### config.mk
export PLATFORM = sky130hd
export DESIGN_NAME = sequential_divider
export DESIGN_NICKNAME = d
export VERILOG_FILES = /design/src/rtl/sequential_divider_pkg.sv /design/src/rtl/sequential_divider_subtract_step.sv /design/src/rtl/sequential_divider.sv
export SDC_FILE = /design/constraint.sdc
export NUM_CORES = 1
export LEC_CHECK = 0
export ABC_CLOCK_PERIOD_IN_PS = 6600
export CORE_AREA = 4 4 167 202
export CTS_CLUSTER_DIAMETER = 40
export CTS_CLUSTER_SIZE = 40
export DETAILED_ROUTE_END_ITERATION = 8
export DIE_AREA = 0 0 171 206
export GPL_TIMING_DRIVEN = 0
export PLACE_DENSITY = 0.54
export SYNTH_ARGS = -nofsm -noshare
export SYNTH_HDL_FRONTEND = slang
export SYNTH_SLANG_ARGS = --single-unit
### constraint.sdc
create_clock -name Clk -period 6.6 [get_ports Clk]
set_clock_uncertainty 0.1 [all_clocks]
set_input_delay 0.66 -clock Clk [delete_from_list [all_inputs] [get_ports Clk]]
set_output_delay 0.66 -clock Clk [all_outputs]
set_load 0.1 [all_outputs]
### src/rtl/sequential_divider_pkg.sv
// Shared definitions for the restoring sequential divider: state encoding,
// default operand width and the iteration counter width.
package sequential_divider_pkg;

    localparam int DEFAULT_WIDTH = 32;

    typedef enum logic [1:0] {
        ST_IDLE = 2'd0,
        ST_ITER = 2'd1,
        ST_FIX  = 2'd2,
        ST_DONE = 2'd3
    } state_t;

    // Counter must hold the value WIDTH itself, hence WIDTH+1.
    function automatic int cnt_width(input int width);
        return $clog2(width + 1);
    endfunction

    localparam int DEFAULT_CNT_W = cnt_width(DEFAULT_WIDTH);

endpackage

### src/rtl/sequential_divider_subtract_step.sv
// Combinational (WIDTH+1)-bit trial subtractor A - B built as A + ~B + 1
// from a chain of 2-bit carry-lookahead adder cells.
import sequential_divider_pkg::*;

module CarryLookaheadAdder_2bit (
    input  logic [1:0] A,
    input  logic [1:0] B,
    input  logic       Cin,
    output logic [1:0] Sum,
    output logic       Cout
);
    logic [1:0] g;
    logic [1:0] p;
    logic       c1;

    assign g    = A & B;
    assign p    = A ^ B;
    assign c1   = g[0] | (p[0] & Cin);
    assign Cout = g[1] | (p[1] & g[0]) | (p[1] & p[0] & Cin);
    assign Sum  = p ^ {c1, Cin};
endmodule

module subtract_step #(
    parameter int WIDTH = DEFAULT_WIDTH
) (
    input  logic [WIDTH:0] A,
    input  logic [WIDTH:0] B,
    output logic [WIDTH:0] Diff,
    output logic           NoBorrow
);
    localparam int CELLS = (WIDTH + 2) / 2;

    logic [2*CELLS-1:0] a_ext;
    logic [2*CELLS-1:0] b_inv;
    logic [2*CELLS-1:0] sum;
    logic [CELLS:0]     carry;
    logic               unused_pad_sum;

    // Padding bit is A=0, ~B=1, so the last cell's carry-out equals the
    // carry out of bit WIDTH, i.e. the no-borrow flag of the real subtraction.
    assign a_ext    = {1'b0, A};
    assign b_inv    = ~{1'b0, B};
    assign carry[0] = 1'b1;

    for (genvar i = 0; i < CELLS; i++) begin : g_cla
        CarryLookaheadAdder_2bit u_cla (
            .A    (a_ext[2*i +: 2]),
            .B    (b_inv[2*i +: 2]),
            .Cin  (carry[i]),
            .Sum  (sum[2*i +: 2]),
            .Cout (carry[i+1])
        );
    end

    assign Diff           = sum[WIDTH:0];
    assign NoBorrow       = carry[CELLS];
    assign unused_pad_sum = sum[2*CELLS-1];
endmodule

### src/rtl/sequential_divider.sv
// Multi-cycle restoring divider, one quotient bit per cycle, Start/Done handshake.
// Define DIVIDER_SIGNED_EN to add the Signed input and the FIX sign-correction state.
module sequential_divider
    import sequential_divider_pkg::*;
#(
    parameter int WIDTH = DEFAULT_WIDTH
) (
    input  logic             Clk,
    input  logic             Reset,
    input  logic             Start,
`ifdef DIVIDER_SIGNED_EN
    input  logic             Signed,
`endif
    input  logic [WIDTH-1:0] Dividend,
    input  logic [WIDTH-1:0] Divisor,
    output logic [WIDTH-1:0] Quotient,
    output logic [WIDTH-1:0] Remainder,
    output logic             Busy,
    output logic             Done,
    output logic             DivByZero
);
    localparam int CW = cnt_width(WIDTH);

    state_t           state;
    state_t           state_next;
    logic [CW-1:0]    count;
    logic [WIDTH-1:0] rem;
    logic [WIDTH-1:0] quo;
    logic [WIDTH-1:0] dvs;
    logic [WIDTH:0]   shifted;
    logic [WIDTH:0]   diff;
    logic             no_borrow;
    logic             unused_diff_msb;
    logic [WIDTH-1:0] rem_next;
    logic [WIDTH-1:0] quo_next;
    logic [WIDTH-1:0] dividend_mag;
    logic [WIDTH-1:0] divisor_mag;
    logic             div_zero;
    logic             last_iter;

`ifdef DIVIDER_SIGNED_EN
    logic sign_a;
    logic sign_b;
    logic neg_q;
    logic neg_r;

    assign sign_a       = Signed & Dividend[WIDTH-1];
    assign sign_b       = Signed & Divisor[WIDTH-1];
    assign dividend_mag = sign_a ? -Dividend : Dividend;
    assign divisor_mag  = sign_b ? -Divisor : Divisor;
`else
    assign dividend_mag = Dividend;
    assign divisor_mag  = Divisor;
`endif

    assign div_zero  = (Divisor == '0);
    assign last_iter = (count == CW'(1));

    // Trial subtraction on the left-shifted partial remainder.
    assign shifted = {rem, quo[WIDTH-1]};

    subtract_step #(.WIDTH(WIDTH)) u_sub (
        .A        (shifted),
        .B        ({1'b0, dvs}),
        .Diff     (diff),
        .NoBorrow (no_borrow)
    );

    assign unused_diff_msb = diff[WIDTH];
    assign rem_next        = no_borrow ? diff[WIDTH-1:0] : shifted[WIDTH-1:0];
    assign quo_next        = {quo[WIDTH-2:0], no_borrow};

    always_ff @(posedge Clk or posedge Reset) begin
        if (Reset) state <= ST_IDLE;
        else       state <= state_next;
    end

    always_comb begin
        state_next = state;
        case (state)
            ST_IDLE: if (Start) state_next = div_zero ? ST_DONE : ST_ITER;
`ifdef DIVIDER_SIGNED_EN
            ST_ITER: if (last_iter) state_next = ST_FIX;
            ST_FIX:  state_next = ST_DONE;
`else
            ST_ITER: if (last_iter) state_next = ST_DONE;
`endif
            ST_DONE: state_next = ST_IDLE;
            default: state_next = ST_IDLE;
        endcase
    end

    always_comb begin
        Busy = (state == ST_ITER) || (state == ST_FIX);
        Done = (state == ST_DONE);
    end

    always_ff @(posedge Clk or posedge Reset) begin
        if (Reset) begin
            count     <= '0;
            rem       <= '0;
            quo       <= '0;
            dvs       <= '0;
            Quotient  <= '0;
            Remainder <= '0;
            DivByZero <= 1'b0;
`ifdef DIVIDER_SIGNED_EN
            neg_q     <= 1'b0;
            neg_r     <= 1'b0;
`endif
        end else begin
            case (state)
                ST_IDLE: if (Start) begin
                    count     <= CW'(WIDTH);
                    rem       <= '0;
                    quo       <= dividend_mag;
                    dvs       <= divisor_mag;
                    DivByZero <= div_zero;
`ifdef DIVIDER_SIGNED_EN
                    neg_q     <= sign_a ^ sign_b;
                    neg_r     <= sign_a;
`endif
                    // Divide by zero finishes straight away with raw operands.
                    if (div_zero) begin
                        Quotient  <= '1;
                        Remainder <= Dividend;
                    end
                end
                ST_ITER: begin
                    count <= count - CW'(1);
                    rem   <= rem_next;
                    quo   <= quo_next;
`ifndef DIVIDER_SIGNED_EN
                    if (last_iter) begin
                        Quotient  <= quo_next;
                        Remainder <= rem_next;
                    end
`endif
                end
`ifdef DIVIDER_SIGNED_EN
                ST_FIX: begin
                    Quotient  <= neg_q ? -quo : quo;
                    Remainder <= neg_r ? -rem : rem;
                end
`endif
                default: ;
            endcase
        end
    end
endmodule

# Yosys cells after proc, flatten, opt, wreduce, memory -nomap -nowiden
# Index checks and enable logic that the tools add are counted.
# Widths: inputs -> output; s select.
dict set report totals {
  reg_bits 169
  latchBits 0
  ramBits 0
  rom_bits 0
  inputBits 67
  output_inout_bits 67
  mem_count 0
}
dict set report classes {
  addsub 1
  n_mul 0
  div 0
  order_cmp 0
  eq_ne 7
  shifts 0
  muxes 19
  bitwise_logic 166
  n_reduce_logical 8
}
# operator count
set op_table {}
lappend op_table {{$mux 32} 9}
lappend op_table {{$pmux 32 s2} 4}
lappend op_table {{$and 1x1->1} 65}
lappend op_table {{$xor 2x2->2} 32}
lappend op_table {{$or 1x1->1} 50}
lappend op_table {{$not 32->34} 1}
lappend op_table {{$and 2x2->2} 16}
lappend op_table {{$logic_not 32->1} 1}
lappend op_table {{$pmux 6 s2} 1}
lappend op_table {{$eq 6x1->1 const B} 1}
lappend op_table {{$mux 2} 3}
lappend op_table {{$mux 6} 1}
lappend op_table {{$ne 2x2->1 const B} 3}
lappend op_table {{$reduce_and 2->1} 3}
lappend op_table {{$sub 6x1->6 const B} 1}
lappend op_table {{$eq 2x2->1 const B} 2}
lappend op_table {{$pmux 2 s2} 1}
lappend op_table {{$reduce_and 4->1} 1}
lappend op_table {{$and 1x2->2} 1}
lappend op_table {{$eq 2x1->1 const B} 1}
lappend op_table {{$logic_not 2->1} 1}
lappend op_table {{$reduce_bool 2->1} 1}
lappend op_table {{$xor 1x2->2} 1}
lappend op_table {{$logic_or 1x1->1} 1}

# Depth between registers and ports, before layout
# Gate-level depths: netlist of run 1.
dict set report depth {
  word_depth 40
  mapped_depth 13
  depth_no_buf 13
}

# By module
# A second synthesis of run 1 with hierarchy kept.
dict set report hier_totals {
  hier_cells 965
  area_unflattened_um2 9437.8
}
# mod n_inst cells_each area_per_inst_um2 seq_area_each_um2
set modules_own_cells {}
lappend modules_own_cells {sequential_divider 1 743 7902.6 4229.1}
lappend modules_own_cells {CarryLookaheadAdder_2bit 17 11 82.6 0.0}
lappend modules_own_cells {subtract_step 1 35 131.4 0.0}

# Worst setup path before layout of run 1
# Ideal clock, no wire load.
dict set report synth_path {
  path_kind {flip-flop to flip-flop}
  start {register rem[14]}
  end {register rem[29]}
  setup_time_ps 122
  arrival_time_ps 3062
  path_slack_ps 3317
  path_stages_with_launch 13
  n_path_buf 0
  synth_period_minus_slack_ps 3283
  cell_sequence {dfrtp_1 ha_1 a21o_1 a21o_1 a221o_1 a31o_4 o21ai_0 a21oi_1 o41ai_1 fa_1 xor2_1 o21ai_0 a32o_1}
}
dict set report synth_via {
  elab_chain_len 24
}
# element line
set synth_rtl {}
lappend synth_rtl {{start, declared} sequential_divider.sv:27} ;# logic [WIDTH-1:0] rem;
lappend synth_rtl {{start signal, assigned} sequential_divider.sv:131} ;# rem <= rem_next;
lappend synth_rtl {{$xor 2x2->2} sequential_divider_subtract_step.sv:17} ;# assign p = A ^ B;
lappend synth_rtl {{$and 1x1->1} sequential_divider_subtract_step.sv:19} ;# assign Cout = g[1] | (p[1] & g[0]) | (p[1] & p[0] & Cin);
lappend synth_rtl {{$or 1x1->1 / $and 1x1->1 (equally long branches)} sequential_divider_subtract_step.sv:19}
lappend synth_rtl {{$or 1x1->1 (*)} sequential_divider_subtract_step.sv:19}
lappend synth_rtl {{$and 1x1->1 (*)} sequential_divider_subtract_step.sv:19}
lappend synth_rtl {{$or 1x1->1 (*)} sequential_divider_subtract_step.sv:19}
lappend synth_rtl {{$and 1x1->1 (*)} sequential_divider_subtract_step.sv:19}
lappend synth_rtl {{$or 1x1->1 (*)} sequential_divider_subtract_step.sv:19}
lappend synth_rtl {{(+8 left out)} --}
lappend synth_rtl {{$and 1x1->1} sequential_divider_subtract_step.sv:19}
lappend synth_rtl {{$or 1x1->1} sequential_divider_subtract_step.sv:19}
lappend synth_rtl {{$and 1x1->1} sequential_divider_subtract_step.sv:19}
lappend synth_rtl {{$or 1x1->1} sequential_divider_subtract_step.sv:19}
lappend synth_rtl {{$and 1x1->1} sequential_divider_subtract_step.sv:19}
lappend synth_rtl {{$or 1x1->1} sequential_divider_subtract_step.sv:19}
lappend synth_rtl {{$mux 32 (*)} sequential_divider.sv:70} ;# assign rem_next = no_borrow ? diff[WIDTH-1:0] : shifted[WIDTH-1:0];
lappend synth_rtl {{$pmux 32 s2 (*)} sequential_divider.sv:112} ;# case (state)
# Every way passes the cells marked *; elsewhere a longest branch is shown, timed or not.
# A chain may end at the register's enable or synchronous reset.

# Final worst setup path of run 1
dict set report layout_path {
  start {input port Divisor[3]}
  end {register Quotient[31]}
}
dict set report layout_via {
  elab_chain_len 3
}
# element line
set layout_rtl {}
lappend layout_rtl {{start, declared} sequential_divider.sv:15} ;# input logic [WIDTH-1:0] Divisor,
lappend layout_rtl {{$logic_not 32->1} sequential_divider.sv:56} ;# assign div_zero = (Divisor == '0);
lappend layout_rtl {{$ne 2x2->1 (no source line)} --}
lappend layout_rtl {{$reduce_and 4->1 (no source line)} --}
lappend layout_rtl {{end signal, assigned} sequential_divider.sv:135} ;# Quotient <= quo_next;
lappend layout_rtl {{end, declared} sequential_divider.sv:16} ;# output logic [WIDTH-1:0] Quotient,
# Every way passes these cells.

==> results by stage, run 1 <==
Yosys:
- The synthesized instance count is roughly 1,000.
- The share of synthesized registers carrying an async set or reset is 1.00.
- By area the synthesized netlist is led by sky130_fd_sc_hd__dfrtp_1 45%, sky130_fd_sc_hd__o21ai_0 5.2%, sky130_fd_sc_hd__ha_1 5.0%.
- The library cell with the largest summed area after synthesis is sky130_fd_sc_hd__dfrtp_1.
- The most common cell in the synthesized netlist is sky130_fd_sc_hd__dfrtp_1.
- The post-synthesis area per instance is 9.68 um2.
- Synthesis produced a netlist with a net count of around 1,100.
- The portion of the post-synthesis area used by sequential elements is 0.449.
- The top cell type's share of synthesized area is 0.449.
- Sorting the synthesized cells by how often they occur yields 169 x sky130_fd_sc_hd__dfrtp_1, 108 x sky130_fd_sc_hd__inv_1, 97 x sky130_fd_sc_hd__o21ai_0.
- The mapped cell area is 9420 um2.
- The number of distinct standard cells referenced by the synthesized netlist is 55.
- For this run, the number of Yosys warnings is 0.
- The leading register cell type out of synthesis is sky130_fd_sc_hd__dfrtp_1.
- Counting flops and latches in the post-synthesis netlist gives approximately 170.
- The number of enable-type register cells in the synthesized netlist is 0.

Job:
- Across the run, the number of max-cap violations was 0.

Clocking:
- Counting along the longest clock path gives a buffer depth of 2.
- Hold repair after CTS inserted 0 buffers.
- The clock tree from TritonCTS is built.
- The number of CTS-inserted buffers is 17.
- Gates resized during post-CTS repair numbered 0.
- Post-CTS timing repair inserted 0 buffers for setup.
- The later pin in the worst-skew pair is clocked with a latency of 440 ps.
- Counting every sink on the clock net gives 169.
- The clock-pin transition on the worst setup and hold timing paths is ~70 ps.
- The cell sitting at the root of the clock tree is a sky130_fd_sc_hd__clkbuf_16.
- The number of levels the H-tree was split into is 4.

Timing:
- In the post-route analysis, the smallest setup slack over all paths is 2450 ps.
- The slew at the pin closest to its max-slew limit is 1080 ps.
- The final hold violation count is 0.
- Setup repair after global routing left no endpoint under its margin.
- The relative slew slack is 0.279.
- The final critical-path required period is 4150 ps.
- Hold timing on the final database bottoms out at a slack of 399 ps.
- Setup violations remaining at the end of the flow were counted as 0.
- The count of final max-slew check failures came to 0.
- Dividing the final minimum period by the clock period gives 0.628.
- The highest achievable clock rate is 241 MHz.

Routing:
- Dividing the detail-routed via count by the number of cells gives ~5.
- After detailed routing, the total wire length is 30.4 mm.
- The first routing iteration left 468 violations.
- The detail route stage leaves a number of antenna-violating nets equal to 0.
- The number of detailed-route iterations in the first pass is 5.
- The number of remaining DRC errors is 0.
- The post-detailed-route wirelength per cell is 19.7 um.
- The final route contains between 7,000 and 8,000 vias.

Critical path:
- Measured in cells, the most critical reg-to-reg path has a length of 13.
- The worst setup path is captured at a flop.
- The maximum net fanout on the critical path is 10.
- The data arrival time at the worst-slack endpoint is roughly 4300 ps.
- The type of the worst setup path is input pin to flop.
- STA puts the critical path data required time at roughly 6800 ps.
- The sort of element at the start of the critical path is an input pin.

Floorplan:
- Measured along the y axis, the die boundary spans ~200 um.
- For this configuration, the core starts out at a cell density of 0.295.
- The area of the die is between 30,000 and 40,000 um2.
- The area of the core is 31,900 um2.
- The row count is 72.
- The I/O pin total is 134.
- The die is 171 um wide.

Worst hold path:
- Along the worst hold path, the cell count comes to 1.
- The min-delay analysis places its worst path in the category flop to flop.

Global route:
- Summed over all layers, the global routing overflow is 0.
- The number of global-route vias before repair is approximately 8,100.
- The first global-routing pass estimated ~46 mm of wire.
- Entering global routing, the biggest net connects 90 pins.
- The number of antenna violations at the first check in global routing is 0.
- The combined global-route utilization of all metal layers is 0.172.

Final layout:
- After routing the design area is between 10,000 and 15,000 um2.
- The share of final-layout standard cells stronger than drive strength 1 is 0.0869.
- The diode insertion count for antenna repair is 0.
- The number of fillers in the final layout is approximately 3,200.
- The number of nets in the final layout is ~1,200.
- Compared with the post-synthesis result, the final layout area differs by 26.1%.

Place:
- In this run the cell area measured after placement is 11,300 um2.
- The congestion estimate from routability-driven global placement came to 0.843.
- The wire-length estimate of the detail-placed layout is 24.5 mm.
- The placement-stage worst setup slack is between 1500 and 2000 ps.
- Buffers placed on the I/O ports in this run total 133.

Pwr:
- The power density of the placed cells is ~530 nW/um2.
- Across the VDD grid, the largest voltage drop is 203 uV.
- The static power due to leakage is 5.10 nW.

Status:
- The flow ran to the end, and the final reports show no timing, DRC or antenna violations.
[flip-flops by register name, indices dropped and copies added (netlist names)]
register / cells
dvs: 32
count: 6
Remainder: 32
DivByZero: 1
quo: 32
state: 2
rem: 32
Quotient: 32
[stage by stage]
step / utilization / std cells / total power, mW / setup TNS (ps)
6_report: 0.372 / 1546 / 6.26 / 0
3_5_place_dp: 0.354 / 1514 / 5.31 / 0
3_3_place_gp: 0.353 / 1513 / 5.27 / -224840
2_1_floorplan: - / 973 / 4.26 / 0
4_1_cts: 0.372 / 1546 / 6.30 / 0
5_1_grt: 0.372 / 1546 / 6.60 / 0
[per-layer routing]
layer / routed length [um] / GRT usage / share of wire / vias to the layer above
met1: 12600 / 0.210 / 0.41 / 3793
met3: 1380 / 0.0283 / 0.046 / 55
met5: 0 / 0 / 0 / -
met4: 1090 / 0.0702 / 0.036 / 0
li1: - / - / - / 3764
met2: 15300 / 0.302 / 0.50 / 211
[cells by family after synthesis]
family	share of synthesized area
compound gates	0.195
xor+xnor	0.0186
mux	0.0596
flops	0.449
fa+ha+maj	0.0824
buf+inv	0.0709
simple gates	0.124
[worst paths after layout]
| kind | from | end | slack, ps |
|---|---|---|---|
| max | Divisor[3] | Quotient[31] | 2450 |
| min | DivByZero | DivByZero | 400 |
| max reg2reg | quo[31] | rem[29] | 2660 |
| min reg2reg | DivByZero | DivByZero | 400 |
| max in group asynchronous | Reset | rem[25] | 4940 |
| min in group asynchronous | Reset | quo[4] | 590 |
[report_power, final]
part           leakage (nW)  switching, mW  internal [mW]  total [mW]
clock network         0.283          0.485          0.506       0.991
logic                  2.83           2.51           1.01        3.51
registers              1.99          0.315           1.43        1.75
total                  5.10           3.31           2.95        6.26
[layout make-up]
class | count | area (um2) | share of cell area
clock buffer | 17 | 425 | 0.0358
tap | 407 | 509 | 0.0429
clock inverter | 15 | 158 | 0.0133
sequential | 169 | 4230 | 0.356
timing repair buffer | 134 | 1360 | 0.114
multi-input combinational | 630 | 4520 | 0.381
inverter | 108 | 413 | 0.0348
buffer | 66 | 263 | 0.0221
[critical path, stage by stage]
cell and delay [ps]:
sky130_fd_sc_hd__clkdlybuf4s50_1 420, sky130_fd_sc_hd__nor4_1 500, sky130_fd_sc_hd__nand4_1 440, sky130_fd_sc_hd__nor3_1 670
sky130_fd_sc_hd__o21a_1 250, sky130_fd_sc_hd__buf_2 240, sky130_fd_sc_hd__clkbuf_1 590, sky130_fd_sc_hd__buf_1 420
sky130_fd_sc_hd__a31oi_1 150
[layout by cell type, fill, tap and decap left out, drive strengths merged, types with 30 or more instances in the layout]
cell | Yosys | layout
inv | 108 | 115
nand2 | 46 | 46
clkdlybuf4s50 | 0 | 133
clkbuf | 53 | 70
a21oi | 30 | 30
nor2 | 70 | 70
dfrtp | 169 | 169
mux2 | 33 | 33
a31oi | 45 | 45
o21ai | 99 | 99
ha | 38 | 38
Power figures use the tool's default switching activity.
==> run 2, diff against run 1 <==
ABC_CLOCK_PERIOD_IN_PS = 3400   (was 6600)
PLACE_DENSITY = 0.55   (was 0.54)
clock period = 3.4 ns   (was 6.6 ns; I/O delays follow)
==> results by stage, run 2 (synthesis results as in run 1) <==
Floorplan:
- The starting density of the core came to 0.295 (unchanged).
- The I/O pin total is 134 (unchanged).
- The chip width is 171 um (unchanged).
- The area of the core is 31,900 um2 (unchanged).
- The die extent in y came to 206 um (unchanged).
- The area of the die is 35,200 um2 (unchanged).
- The row count is 72 (unchanged).

Critical path:
- By startpoint and endpoint, the worst setup path is classified as flop to flop.
- Traced cell by cell, the critical path runs through ha_4 > a21o_1 > a21o_1 > a221o_1 > a31o_4 > o21ai_4 > a21oi_4 > o41ai_4 > fa_2 > xor2_2 > o21ai_1 > a32o_1.
- The worst register-to-register path ends at rem[29].
- In this design, the critical path's most frequently occurring cell is sky130_fd_sc_hd__a21o_1.
- The delay of the slowest critical-path stage is 460 ps (-210 ps).
- The endpoint kind of the worst setup timing path is a flop.
- Among cell families on the critical path, the largest total delay comes from compound AO/OA/AOI/OAI gates.
- The number of buffers and inverters on the critical path came to 0 (-4).
- The number of cell instances on the worst register-to-register path was 12 (-1).
- The worst setup path is launched from a flop.
- The flop-to-flop setup slack is 120 ps (-2540 ps).
- The data required time of the worst path was 3640 ps (-3150 ps).
- The critical register-to-register path startpoint is rem[14].
- The library cell contributing the largest single delay on the critical path is sky130_fd_sc_hd__dfrtp_2.
- The data arrival time at the worst-slack endpoint is 3520 ps (-820 ps).
- The maximum net fanout on the critical path is 4 (-6).

Final layout:
- The library cell used most frequently in the layout, excluding fill and tap cells, is sky130_fd_sc_hd__dfrtp_1.
- In the layout the commonest cells are 161 x sky130_fd_sc_hd__dfrtp_1, 133 x sky130_fd_sc_hd__clkdlybuf4s50_1, 106 x sky130_fd_sc_hd__inv_1, 93 x sky130_fd_sc_hd__o21ai_0, 68 x sky130_fd_sc_hd__nor2_1.
- The diode insertion count for antenna repair is 0 (unchanged).
- Relative to the synthesized area, the layout overhead comes to 31.0%.
- The share of final-layout standard cells stronger than drive strength 1 was 0.141 (+0.0538).
- The number of nets in the final layout was 1,265 (+1.5%).
- The final cell count without fillers is 1,565 (+1.2%).

Place:
- The placed wire-length estimate after detailed placement is 25.0 mm (+1.9%).
- The number of input and output port buffers inserted came to 133 (unchanged).
- The instance count after placement with tap cells included is 1,517 (+0.20%).
- The global placer's final weighted congestion is 0.851 (+0.91%).

Timing:
- In the finished design, the share of the clock period the worst path needs comes to 0.964.
- The count of final max-slew check failures is 0 (unchanged).
- The relative slew slack is 0.332 (+0.0535).
- The post-route worst hold slack is 282 ps (-117 ps).
- The final hold violation count is 0 (unchanged).
- The setup violation total in the final timing report came to 0 (unchanged).
- After layout, the minimum clock period comes to 3280 ps.
- The slew at the pin closest to its max-slew limit is 998 ps (-83.4 ps).
- The highest achievable clock rate is 305 MHz.

Clocking:
- The tree is rooted in a sky130_fd_sc_hd__clkbuf_16.
- TritonCTS built the clock tree.
- The clock-pin transition on the worst setup and hold timing paths is 70 ps (about the same).
- The number of CTS-inserted buffers is 17 (unchanged).
- The number of levels the H-tree was split into is 4 (unchanged).
- The source-to-sink clock delay at the later pin of the worst-skew pair is 450 ps (about the same).
- The buffer depth of the longest clock path was 2 (unchanged).
- The clock sink count was 169 (unchanged).

Routing:
- The number of detailed-route iterations in the first pass was 5 (unchanged).
- The sum of routed wire length over all layers is 31.2 mm (+2.7%).
- The number of remaining DRC errors is 0 (unchanged).
- The post-detailed-route wirelength per cell is 20.0 um (+1.4%).
- The starting DRC count in detailed routing is 457 (-2.4%).
- The post-detailed-route count of antenna-violating nets is 0 (unchanged).
- The total via count after detailed routing came to 8,058 (+3.0%).
- The via density per instance was 5.15 (+1.8%).

Global route:
- The total global routing overflow came to 0 (unchanged).
- The maximum number of pins on one net before global-route repair was 41 (-54%).
- The number of antenna violations at the first check in global routing is 0 (unchanged).
- The number of global-route vias before repair is 8,387 (+4.0%).
- The first-pass GRT wire length was 48.2 mm (+3.7%).
- The combined global-route utilization of all metal layers is 0.179 (+0.00621).

Pwr:
- The maximum resistive drop on vdd is 457 uV (+120%).
- The net switching power of the design is 6.53 mW (+98%).
- The final total power came to 12.4 mW (+99%).
- The power density of the placed cells is 1010 nW/um2 (+91%).
- The internal power summed over all cells came to 5.89 mW (+100%).
- The part of the total power dissipated in the clock network was 0.155 (-0.003).
- The net switching share of the total power came to 0.526 (-0.00257).
- The combinational share of power is 0.570 (+0.008).
- The sequential cell fraction of total power is 0.274 (-0.006).
- The static power due to leakage is 5.25 nW (+2.9%).

Job:
- The reported max-cap violation count is 0 (unchanged).

Worst hold path:
- The path class of the tightest hold or removal check is input pin to async pin.

Status:
- The run finished with clean final reports.
run 2: what timing repair did:
item	CTS	global route
hold endpoints to repair	0	0
pin swaps	13	9
endpoints found under the setup margin	83	69
hold buffers	0	0
resized for setup	32	31
buffers inserted	9	7
run 2: stage by stage:
step	instance area, um2	setup WS, ps	TNS, ps	util
after global routing	12300	-22.8	-61.1	0.387
after CTS	12200	1.52	0	0.381
after detailed placement	11300	-1020	-55440	0.356
final	12300	123	0	0.387
after floorplan	9420	117	0	-
after global placement	11300	-1020	-177960	0.353
run 2: routing by layer:
metal / global-route usage / vias up / share of wire
li1: - / 3793 / -
met1: 0.213 / 3937 / 0.40
met2: 0.317 / 267 / 0.51
met3: 0.0310 / 61 / 0.053
met4: 0.0725 / 0 / 0.034
met5: 0 / - / 0
run 2: cell type report:
class / count / area, um2
fillers: 3245 / 19600
multi-input cells: 630 / 4790
inverters: 108 / 409
plain buffers: 66 / 277
clock inverters: 15 / 155
well taps: 407 / 509
repair buffers: 153 / 1530
flip-flops and latches: 169 / 4240
clock buffers: 17 / 425
run 2: worst max-delay path by stage:
stage,startpoint,endpoint,slack [ps],depth (start not counted)
final,rem[14],rem[29],120,12
after global routing,quo[31],Remainder[29],-20,16
after CTS,quo[31],Remainder[29],2,16
after detailed placement,Divisor[3],Quotient[0],-1020,9
after global placement,Divisor[3],Quotient[0],-1020,9
after floorplan,rem[14],rem[29],120,12
run 2: power by group through the flow:
stage | Sequential [mW] | Combinational [mW] | Clock (mW)
final | 3.41 | 7.09 | 1.93
after CTS | 3.42 | 6.99 | 1.96
after floorplan | 5.51 | 2.75 | 0
after global placement | 3.44 | 6.77 | 0
after detailed placement | 3.46 | 6.84 | 0
after global routing | 3.51 | 7.58 | 2.04
